<file path="src/rtl/csc_pkg.sv">
// Shared definitions for the multi-standard colour space converter:
// mode encoding, coefficient tables and pipeline constants.
package csc_pkg;

   localparam int FRAC = 8;
   localparam int LAT  = 4;
   localparam int CW   = 10;

   typedef enum logic [1:0] {
      MODE_601    = 2'd0,
      MODE_709    = 2'd1,
      MODE_YCC601 = 2'd2,
      MODE_BYPASS = 2'd3
   } mode_e;

   typedef logic signed [CW-1:0] coef_t;
   typedef coef_t [2:0]          coef_row_t;
   typedef coef_row_t [2:0]      coef_mat_t;   // [output channel][input component]

   function automatic coef_row_t mk_row(input coef_t a, input coef_t b, input coef_t c);
      coef_row_t r;
      r[0] = a;
      r[1] = b;
      r[2] = c;
      return r;
   endfunction

   // Bypass reuses the datapath with an identity matrix so it stays bit-exact.
   function automatic coef_mat_t coef_lookup(input mode_e m);
      coef_mat_t c;
      case (m)
         MODE_601: begin
            c[0] = mk_row( 10'sd77,   10'sd150,  10'sd29);
            c[1] = mk_row(-10'sd43,  -10'sd85,   10'sd128);
            c[2] = mk_row( 10'sd128, -10'sd107, -10'sd21);
         end
         MODE_709: begin
            c[0] = mk_row( 10'sd54,   10'sd183,  10'sd18);
            c[1] = mk_row(-10'sd29,  -10'sd99,   10'sd128);
            c[2] = mk_row( 10'sd128, -10'sd116, -10'sd12);
         end
         MODE_YCC601: begin
            c[0] = mk_row( 10'sd256,  10'sd0,    10'sd359);
            c[1] = mk_row( 10'sd256, -10'sd88,  -10'sd183);
            c[2] = mk_row( 10'sd256,  10'sd454,  10'sd0);
         end
         default: begin
            c[0] = mk_row( 10'sd256,  10'sd0,    10'sd0);
            c[1] = mk_row( 10'sd0,    10'sd256,  10'sd0);
            c[2] = mk_row( 10'sd0,    10'sd0,    10'sd256);
         end
      endcase
      return c;
   endfunction

endpackage

</file>
<file path="src/rtl/csc_if.sv">
// Video stream bundle for csc_multi: input pixel/syncs/mode request and
// the delayed, converted output stream.
interface csc_if #(parameter int DW = 8);

   logic            in_hsync;
   logic            in_vsync;
   logic            in_de;
   logic [3*DW-1:0] in_data;
   logic [1:0]      mode_sel;
   logic            out_hsync;
   logic            out_vsync;
   logic            out_de;
   logic [3*DW-1:0] out_data;
   logic [1:0]      mode_act;

   modport master (
      output in_hsync, in_vsync, in_de, in_data, mode_sel,
      input  out_hsync, out_vsync, out_de, out_data, mode_act
   );

   modport slave (
      input  in_hsync, in_vsync, in_de, in_data, mode_sel,
      output out_hsync, out_vsync, out_de, out_data, mode_act
   );

endinterface

</file>
<file path="src/rtl/csc_mac3.sv">
// One output channel: three signed products (S2), sum plus bias and
// rounding (S3), shift/clip into the output register (S4).
module csc_mac3
   import csc_pkg::*;
#(
   parameter int DW = 8
) (
   input  logic                 clk,
   input  logic                 rst,
   input  logic                 i_de,
   input  logic signed [DW:0]   i_x0,
   input  logic signed [DW:0]   i_x1,
   input  logic signed [DW:0]   i_x2,
   input  coef_t                i_c0,
   input  coef_t                i_c1,
   input  coef_t                i_c2,
   input  logic signed [DW+10:0] i_bias,
   output logic [DW-1:0]        o_y
);

   localparam int AW = DW + 11;
   localparam logic signed [AW-1:0] RND  = {{(AW-FRAC){1'b0}}, 1'b1, {(FRAC-1){1'b0}}};
   localparam logic signed [AW-1:0] MAXV = {{(AW-DW){1'b0}}, {DW{1'b1}}};

   logic signed [AW-1:0] r_p0;
   logic signed [AW-1:0] r_p1;
   logic signed [AW-1:0] r_p2;
   logic signed [AW-1:0] r_bias;
   logic signed [AW-1:0] r_acc;
   logic        [DW-1:0] r_y;
   logic signed [AW-1:0] w_sh;
   logic        [DW-1:0] w_clip;

   // S2/S3: products, then sum with bias and half-LSB rounding
   always_ff @(posedge clk or posedge rst) begin
      if (rst) begin
         r_p0   <= '0;
         r_p1   <= '0;
         r_p2   <= '0;
         r_bias <= '0;
         r_acc  <= '0;
      end else begin
         r_p0   <= AW'(i_x0) * AW'(i_c0);
         r_p1   <= AW'(i_x1) * AW'(i_c1);
         r_p2   <= AW'(i_x2) * AW'(i_c2);
         r_bias <= i_bias;
         r_acc  <= r_p0 + r_p1 + r_p2 + r_bias + RND;
      end
   end

   always_comb begin
      w_sh = r_acc >>> FRAC;
      if (w_sh[AW-1]) begin
         w_clip = {DW{1'b0}};
      end else if (w_sh > MAXV) begin
         w_clip = {DW{1'b1}};
      end else begin
         w_clip = w_sh[DW-1:0];
      end
   end

   // S4: blanking forces the channel to zero
   always_ff @(posedge clk or posedge rst) begin
      if (rst) begin
         r_y <= '0;
      end else if (!i_de) begin
         r_y <= '0;
      end else begin
         r_y <= w_clip;
      end
   end

   assign o_y = r_y;

endmodule

</file>
<file path="src/rtl/csc_multi.sv">
// Multi-standard colour space converter with a fixed 4-cycle pipeline;
// the conversion mode only changes on a rising edge of in_vsync.
module csc_multi
   import csc_pkg::*;
#(
   parameter int DW = 8
) (
   input logic clk,
   input logic rst,
   csc_if.slave bus
);

   localparam int LAT = csc_pkg::LAT;
   localparam int AW  = DW + 11;
   localparam logic signed [DW:0]   OFS    = {2'b01, {(DW-1){1'b0}}};
   localparam logic signed [AW-1:0] BIAS_C = {{(AW-DW-FRAC){1'b0}}, 1'b1, {(DW-1+FRAC){1'b0}}};

   logic                 r_vs_prev;
   mode_e                r_mode_act;
   logic signed [DW:0]   r_x0;
   logic signed [DW:0]   r_x1;
   logic signed [DW:0]   r_x2;
   coef_mat_t            r_cf;
   logic signed [AW-1:0] r_bias_c;
   logic [LAT-1:0]       r_de;
   logic [LAT-1:0]       r_hs;
   logic [LAT-1:0]       r_vs;

   logic [DW-1:0]        w_c0;
   logic [DW-1:0]        w_c1;
   logic [DW-1:0]        w_c2;
   logic                 w_vs_rise;
   mode_e                w_mode_nxt;
   logic signed [DW:0]   w_x0;
   logic signed [DW:0]   w_x1;
   logic signed [DW:0]   w_x2;
   logic signed [AW-1:0] w_bias_c;
   logic [DW-1:0]        w_y0;
   logic [DW-1:0]        w_y1;
   logic [DW-1:0]        w_y2;

   assign w_c0 = bus.in_data[3*DW-1:2*DW];
   assign w_c1 = bus.in_data[2*DW-1:DW];
   assign w_c2 = bus.in_data[DW-1:0];

   // A pixel arriving with the vsync edge already uses the newly loaded mode.
   always_comb begin
      w_vs_rise = bus.in_vsync & ~r_vs_prev;
      if (w_vs_rise) begin
         w_mode_nxt = mode_e'(bus.mode_sel);
      end else begin
         w_mode_nxt = r_mode_act;
      end
      w_x0 = $signed({1'b0, w_c0});
      if (w_mode_nxt == MODE_YCC601) begin
         w_x1 = $signed({1'b0, w_c1}) - OFS;
         w_x2 = $signed({1'b0, w_c2}) - OFS;
      end else begin
         w_x1 = $signed({1'b0, w_c1});
         w_x2 = $signed({1'b0, w_c2});
      end
      case (w_mode_nxt)
         MODE_601, MODE_709: w_bias_c = BIAS_C;
         default:            w_bias_c = {AW{1'b0}};
      endcase
   end

   // S1: mode tracking, input/offset registers, per-pixel coefficients, sync delay lines
   always_ff @(posedge clk or posedge rst) begin
      if (rst) begin
         r_vs_prev  <= 1'b0;
         r_mode_act <= MODE_601;
         r_x0       <= '0;
         r_x1       <= '0;
         r_x2       <= '0;
         r_cf       <= '0;
         r_bias_c   <= '0;
         r_de       <= '0;
         r_hs       <= '0;
         r_vs       <= '0;
      end else begin
         r_vs_prev  <= bus.in_vsync;
         r_mode_act <= w_mode_nxt;
         r_x0       <= w_x0;
         r_x1       <= w_x1;
         r_x2       <= w_x2;
         r_cf       <= coef_lookup(w_mode_nxt);
         r_bias_c   <= w_bias_c;
         r_de       <= {r_de[LAT-2:0], bus.in_de};
         r_hs       <= {r_hs[LAT-2:0], bus.in_hsync};
         r_vs       <= {r_vs[LAT-2:0], bus.in_vsync};
      end
   end

   csc_mac3 #(.DW(DW)) u_mac0 (
      .clk(clk), .rst(rst), .i_de(r_de[LAT-2]),
      .i_x0(r_x0), .i_x1(r_x1), .i_x2(r_x2),
      .i_c0(r_cf[0][0]), .i_c1(r_cf[0][1]), .i_c2(r_cf[0][2]),
      .i_bias({AW{1'b0}}), .o_y(w_y0)
   );

   csc_mac3 #(.DW(DW)) u_mac1 (
      .clk(clk), .rst(rst), .i_de(r_de[LAT-2]),
      .i_x0(r_x0), .i_x1(r_x1), .i_x2(r_x2),
      .i_c0(r_cf[1][0]), .i_c1(r_cf[1][1]), .i_c2(r_cf[1][2]),
      .i_bias(r_bias_c), .o_y(w_y1)
   );

   csc_mac3 #(.DW(DW)) u_mac2 (
      .clk(clk), .rst(rst), .i_de(r_de[LAT-2]),
      .i_x0(r_x0), .i_x1(r_x1), .i_x2(r_x2),
      .i_c0(r_cf[2][0]), .i_c1(r_cf[2][1]), .i_c2(r_cf[2][2]),
      .i_bias(r_bias_c), .o_y(w_y2)
   );

   assign bus.out_de    = r_de[LAT-1];
   assign bus.out_hsync = r_hs[LAT-1];
   assign bus.out_vsync = r_vs[LAT-1];
   assign bus.out_data  = {w_y0, w_y1, w_y2};
   assign bus.mode_act  = r_mode_act;

endmodule

</file>
<file path="src/flat_wrapper.sv">
// flat-port wrapper written by rule: the top's interface ports become plain ports
module csc_multi_flat import csc_pkg::*;
#(
   parameter int DW = 8
)
  (clk, rst, bus_in_hsync, bus_in_vsync, bus_in_de, bus_in_data, bus_mode_sel, bus_out_hsync, bus_out_vsync, bus_out_de, bus_out_data, bus_mode_act);
  csc_if #(.DW(DW)) bus_i ();
  input logic clk;
  input logic rst;
  input wire logic [$bits(bus_i.in_hsync)-1:0] bus_in_hsync;
  input wire logic [$bits(bus_i.in_vsync)-1:0] bus_in_vsync;
  input wire logic [$bits(bus_i.in_de)-1:0] bus_in_de;
  input wire logic [$bits(bus_i.in_data)-1:0] bus_in_data;
  input wire logic [$bits(bus_i.mode_sel)-1:0] bus_mode_sel;
  output wire logic [$bits(bus_i.out_hsync)-1:0] bus_out_hsync;
  output wire logic [$bits(bus_i.out_vsync)-1:0] bus_out_vsync;
  output wire logic [$bits(bus_i.out_de)-1:0] bus_out_de;
  output wire logic [$bits(bus_i.out_data)-1:0] bus_out_data;
  output wire logic [$bits(bus_i.mode_act)-1:0] bus_mode_act;
  assign bus_i.in_hsync = bus_in_hsync;
  assign bus_i.in_vsync = bus_in_vsync;
  assign bus_i.in_de = bus_in_de;
  assign bus_i.in_data = bus_in_data;
  assign bus_i.mode_sel = bus_mode_sel;
  assign bus_out_hsync = bus_i.out_hsync;
  assign bus_out_vsync = bus_i.out_vsync;
  assign bus_out_de = bus_i.out_de;
  assign bus_out_data = bus_i.out_data;
  assign bus_mode_act = bus_i.mode_act;
  csc_multi #(.DW(DW)) u_core (.clk(clk), .rst(rst), .bus(bus_i));
endmodule
</file>
<file path="config.mk">
export PLATFORM = sky130hd
export DESIGN_NAME = csc_multi_flat
export DESIGN_NICKNAME = d
export VERILOG_FILES = /design/src/rtl/csc_pkg.sv /design/src/rtl/csc_if.sv /design/src/rtl/csc_mac3.sv /design/src/rtl/csc_multi.sv /design/src/flat_wrapper.sv
export SDC_FILE = /design/constraint.sdc
export NUM_CORES = 2
export LEC_CHECK = 0
export BUFFER_PORTS_ARGS = -buffer_cell sky130_fd_sc_hd__buf_2
export CAP_MARGIN = 25
export CELL_PAD_IN_SITES_DETAIL_PLACEMENT = 1
export CELL_PAD_IN_SITES_GLOBAL_PLACEMENT = 1
export CORE_MARGIN = 4
export CORE_UTILIZATION = 58
export CTS_BUF_LIST = sky130_fd_sc_hd__clkbuf_2
export CTS_CLUSTER_SIZE = 40
export DETAILED_ROUTE_END_ITERATION = 8
export GPL_TIMING_DRIVEN = 0
export PLACE_DENSITY = 0.91
export SLEW_MARGIN = 20
export SYNTH_ARGS = -nofsm -noshare
export SYNTH_HDL_FRONTEND = slang
export SYNTH_SLANG_ARGS = --single-unit
</file>
<file path="constraint.sdc">
create_clock -name clk -period 18.6 [get_ports clk]
set_input_delay 0.93 -clock clk [delete_from_list [all_inputs] [get_ports clk]]
set_output_delay 0.93 -clock clk [all_outputs]
set_load 0.005 [all_outputs]
</file>
# Yosys cells after proc, flatten, opt, wreduce, memory -nomap -nowiden

Cells that the tools add are included.

Logic and storage cells: 79
Bits in registers: 415
Bits of input ports: 31

Muxes and demuxes: 14
$add $sub $neg: 13
Multipliers: 9
Eq/ne operators: 2
Bitwise logic cells: 2
Reductions and logical operators: 2
$lt $le $gt $ge: 3

Operators by type and width:

| kind                                                | count |
|---|---|
| case mux 90 bit (3 select lines)                    | 1 |
| multiplier 9 x 10 -> 19 bit                         | 9 |
| adder 19 bit                                        | 6 |
| 2-to-1 mux 8 bit                                    | 9 |
| adder 19 x 9 -> 19 bit, second input constant       | 3 |
| adder 19 x 17 -> 19 bit                             | 2 |
| > comparator 11 x 9 -> 1 bit, second input constant | 3 |
| 2-to-1 mux 9 bit                                    | 2 |
| subtractor 8 x 8 -> 9 bit, second input constant    | 2 |
| 2-to-1 mux 16 bit                                   | 1 |
| equality test 2 x 1 -> 1 bit, second input constant | 1 |
| equality test 2 bit, second input constant          | 1 |
| zero test 2 bit                                     | 1 |
| 2-to-1 mux 2 bit                                    | 1 |
| OR reduction 2 bit                                  | 1 |
| bitwise AND 1 bit                                   | 1 |
| NOT 1 bit                                           | 1 |

# Longest topological paths before layout

Depth in word-level cells: 6
Gate-level depth with buffers: 23
Gate-level depth less buffers: 21

# Modules after synthesis

A second synthesis with hierarchy kept.

Cell total of the unflattened synthesis: 3994
Area total of the unflattened synthesis: 42741.0 µm²

By module, submodules not included:

| module                   | area each (µm²) | times used | sequential area each (µm²) | cells each |
|---|---|---|---|---|
| csc_mac3 (u_core.u_mac0) | 13803.2         | 1          | 2377.3                     | 1297 |
| csc_mac3 (u_core.u_mac1) | 13761.9         | 1          | 2377.3                     | 1313 |
| csc_mac3 (u_core.u_mac2) | 13721.9         | 1          | 2377.3                     | 1311 |
| csc_multi                | 1453.9          | 1          | 1251.2                     | 73 |

# Worst setup path before layout

OpenSTA, ideal clock, no wires.

Path kind: reg-to-reg
Start point: register, netlist name u_core.r_cf[84]
End point: register u_core.u_mac1.r_p1[18]
Arrival: 5.286 ns
Path buffers: 3
Data required time: 18.461 ns
Stages on the path, launching flop included: 22
Setup slack: 13.176 ns
Period minus slack after synthesis: 5.424 ns
Path through: dfrtp_1 -> clkbuf_1 -> clkbuf_1 -> clkbuf_1 -> nand2_1 -> fa_1 -> inv_1 -> fa_1 -> ha_1 -> inv_1 -> fa_1 -> inv_1 -> ha_1 -> ha_1 -> a21o_1 -> a21oi_2 -> o21bai_1 -> a31o_1 -> a41o_1 -> o41ai_4 -> mux2i_1 -> or4b_1

RTL lines:

| item                 | RTL line       | RTL |
|---|---|---|
| end signal, assigned | csc_mac3.sv:44 | `r_p1 <= AW'(i_x1) * AW'(i_c1);` |
| end, declared        | csc_mac3.sv:26 | `logic signed [AW-1:0] r_p1;` |

==> summary.md <==
| Metric | Value |
|---|---|
| CP max-delay cell | `clkbuf_1` |
| Vias per inst | `5.92` |
| CP Capture Type | `register` |
| RSZ-0062 raised after global routing | `false` |
| Syn Std Cell Area | `30100 sq um` |
| Register area share after synthesis | `22.3%` |
| Max clock buf depth | `3` |
| Die width | `236 microns` |
| Fmax | `120 MHz` |
| CTS Hold Buffers Added | `26` |
| Post-Synthesis Cells | `2791` |
| Max cap viols | `0` |
| Tot GR Track Use | `34.9%` |
| Asr flop ratio synth | `100%` |
| Worst path required time | `19.53 ns` |
| Final net count | `3941` |
| Initial antenna violation count | `15` |
| Post-cts sizing count | `0` |
| Worst slew margin | `22.7%` |
| Ratio of cells with drive above 1 in the final layout | `7.06%` |
| Final period util | `44.8%` |
| Register area | `6730 sq um` |
| Clock Tree Root | `clkbuf_2` |
| Crit. Startpoint | `u_core.r_cf[84]` |
| Row count | `83` |
| Number of flops mapped to enable cells by yosys | `0` |
| Chip Height | `236 microns` |
| Post-Route Setup TNS | `0 ns` |
| Commonest non-fill, non-tap cell in the layout | `inv_1` |
| Core box area | `51400 sq um` |
| Worst-Skew Late Latency | `1.16 ns` |
| Hold Vio Cnt, Final | `0` |
| Syn avg cell area | `10.8 sq um` |
| Total number of vias | `21922` |
| Startpoint type of the worst setup path | `register` |
| Worst min-delay path startpoint | `bus_in_data[7]` |
| YS warnings | `0` |
| Tightest Pin Transition | `1.16 ns` |
| DRC | `0` |
| Most frequent cells in the layout | `561 x inv_1, 540 x ha_1, 410 x fa_1` |
| # IOs | `60` |
| Area Overhead vs Synth | `7.56%` |
| Slew Viols, Final | `0` |
| Max stage delay on crit path | `0.85 ns` |
| Post-DP HPWL | `73.9 mm` |
| Area occupied by multi-input gates | `21200 sq um` |
| CTS sink count | `269` |
| Startpoint of the worst register-to-register path | `u_core.r_cf[84]` |
| Worst hold path class | `in -> reg` |
| CP arrival | `9.27 ns` |
| DRT antenna net count | `0` |
| DR pass1 iterations | `5` |
| Initial Utilization | `58.6%` |
| CP Cell Sequence | `clkbuf_1 > clkbuf_1 > clkbuf_1 > nand2_1 > fa_1 > inv_1 > fa_1 > ha_1 > inv_1 > fa_1 > inv_1 > ha_1 > ha_1 > fa_1 > a21o_1 > a21oi_1 > nor2b_1 > o21a_1 > nor3_1 > o31ai_1 > o41ai_1 > xnor2_1` |
| Top_reg_cell synth | `dfrtp_1` |
| Largest net degree at the start of global routing | `109` |
| Drt wl/cell | `25.8 microns` |
| H-tree level count | `3` |
| Setup violators final | `0` |
| Postcts setup bufs | `0` |
| CTS buffer count | `77` |
| GRT Residual Overflow | `0` |
| Final Skew | `0.151 ns` |
| Final Core Density | `63.1%` |
| Cell repeated most along the worst path | `fa_1` |
| Yosys reg bits | `269` |
| DRT Wirelength | `95.4 mm` |
| Yosys cell types | `57` |
| Worst setup path class | `reg -> reg` |
| Vias in the first global route | `26284` |
| Status | `completed` |
| Min Clock Period, post-route | `8.33 ns` |
| First-pass GRT wire length | `150 mm` |
| Initial DRC count | `1488` |
| Clock Pin Slew Worst Setup and Hold Paths | `0.12 ns` |
| FILL cells | `5513` |
| Port Buffer Count | `59` |
| Clock tree from TritonCTS | `done` |
| Routability cong. | `0.964` |
| Die footprint | `55700 sq um` |
| Critical path fanouts, max | `10` |
worst paths after layout:
path                                          end  slack (ns)  cells after the start
setup / recovery           u_core.u_mac1.r_p1[17]       10.27                     22
hold / removal                     u_core.r_x2[8]        0.17                      3
setup reg to reg           u_core.u_mac1.r_p1[17]       10.27                     22
hold reg to reg                    u_core.r_de[2]        0.35                      0
max in group asynchronous  u_core.u_mac1.r_p2[15]       17.21                      4
min in group asynchronous  u_core.u_mac0.r_p1[18]        0.41                      3
cell usage after synthesis (32+ instances only):
cell type | instances | area share, %
a21o_1 | 37 | 0.92
a21oi_1 | 69 | 1.1
and2_1 | 90 | 1.9
clkbuf_1 | 41 | 0.51
dfrtp_1 | 269 | 22
fa_1 | 410 | 27
ha_1 | 540 | 22
inv_1 | 562 | 7.0
nand2_1 | 134 | 1.7
nor2_1 | 94 | 1.2
o21a_1 | 32 | 0.80
xnor2_1 | 165 | 4.8
xor2_1 | 62 | 1.8
worst max-delay path, delay by kind of cell (launching register included):
kind            cells  cell delay, ns
fa+ha+maj           7            2.83
buf+inv             6            2.41
compound gates      5            1.31
simple gates        3            0.81
xor+xnor            1            0.41
flops               1            0.35
per-layer routing:
| layer | vias up | track usage [%] | share of wire (%) |
|---|---|---|---|
| met5 | - | 0 | 0.036 |
| met4 | 6 | 21.6 | 7.5 |
| met3 | 421 | 7.54 | 6.5 |
| met2 | 940 | 60.0 | 50 |
| met1 | 11302 | 39.9 | 36 |
| li1 | 9253 | - | - |
state kept, by name (all words and copies together), names as in the netlist, 9 cells and up:
| name | flops |
|---|---|
| u_core.u_mac0.r_p0 | 18 |
| u_core.r_x1 | 9 |
| u_core.u_mac1.r_acc | 11 |
| u_core.u_mac2.r_p2 | 19 |
| u_core.u_mac2.r_p1 | 19 |
| u_core.r_cf | 10 |
| u_core.u_mac1.r_p1 | 19 |
| u_core.u_mac0.r_p2 | 19 |
| u_core.u_mac0.r_p1 | 19 |
| u_core.u_mac0.r_acc | 11 |
| u_core.u_mac1.r_p2 | 19 |
| u_core.u_mac2.r_p0 | 10 |
| u_core.u_mac1.r_p0 | 19 |
| u_core.r_x2 | 9 |
| u_core.u_mac2.r_acc | 11 |
metrics by stage:
step	cells	hold slack (ns)	cell area (sq um)	setup WS, ns
after floorplan	2793	0.331	30100	10.26
after global placement	3532	0.332	31300	7.64
after detailed placement	3534	0.336	31400	10.64
after CTS	3694	0.0755	32400	10.68
after global routing	3701	0.0740	32400	10.32
final	3704	0.175	32400	10.27
kinds of logic after synthesis:
logic type | Yosys count | share of synthesized area [%]
fa+ha+maj | 951 | 49.7
buf+inv | 604 | 7.52
simple gates | 459 | 7.43
compound gates | 275 | 6.26
flops | 269 | 22.3
xor+xnor | 227 | 6.60
mux | 4 | 0.145
other cells | 2 | 0.0249
final cells by class:
class	instances	area share, %
Antenna cell	9	0.0695
Buffer	42	0.486
Clock buffer	99	1.53
Clock inverter	35	0.826
Inverter	562	6.53
Multi-Input combinational cell	1920	65.2
Sequential cell	269	20.8
Tap cell	680	2.62
Timing Repair Buffer	88	1.93
Power is not shown: default switching activity piles up to over one toggle a cycle in this logic, so the estimate is an artifact.
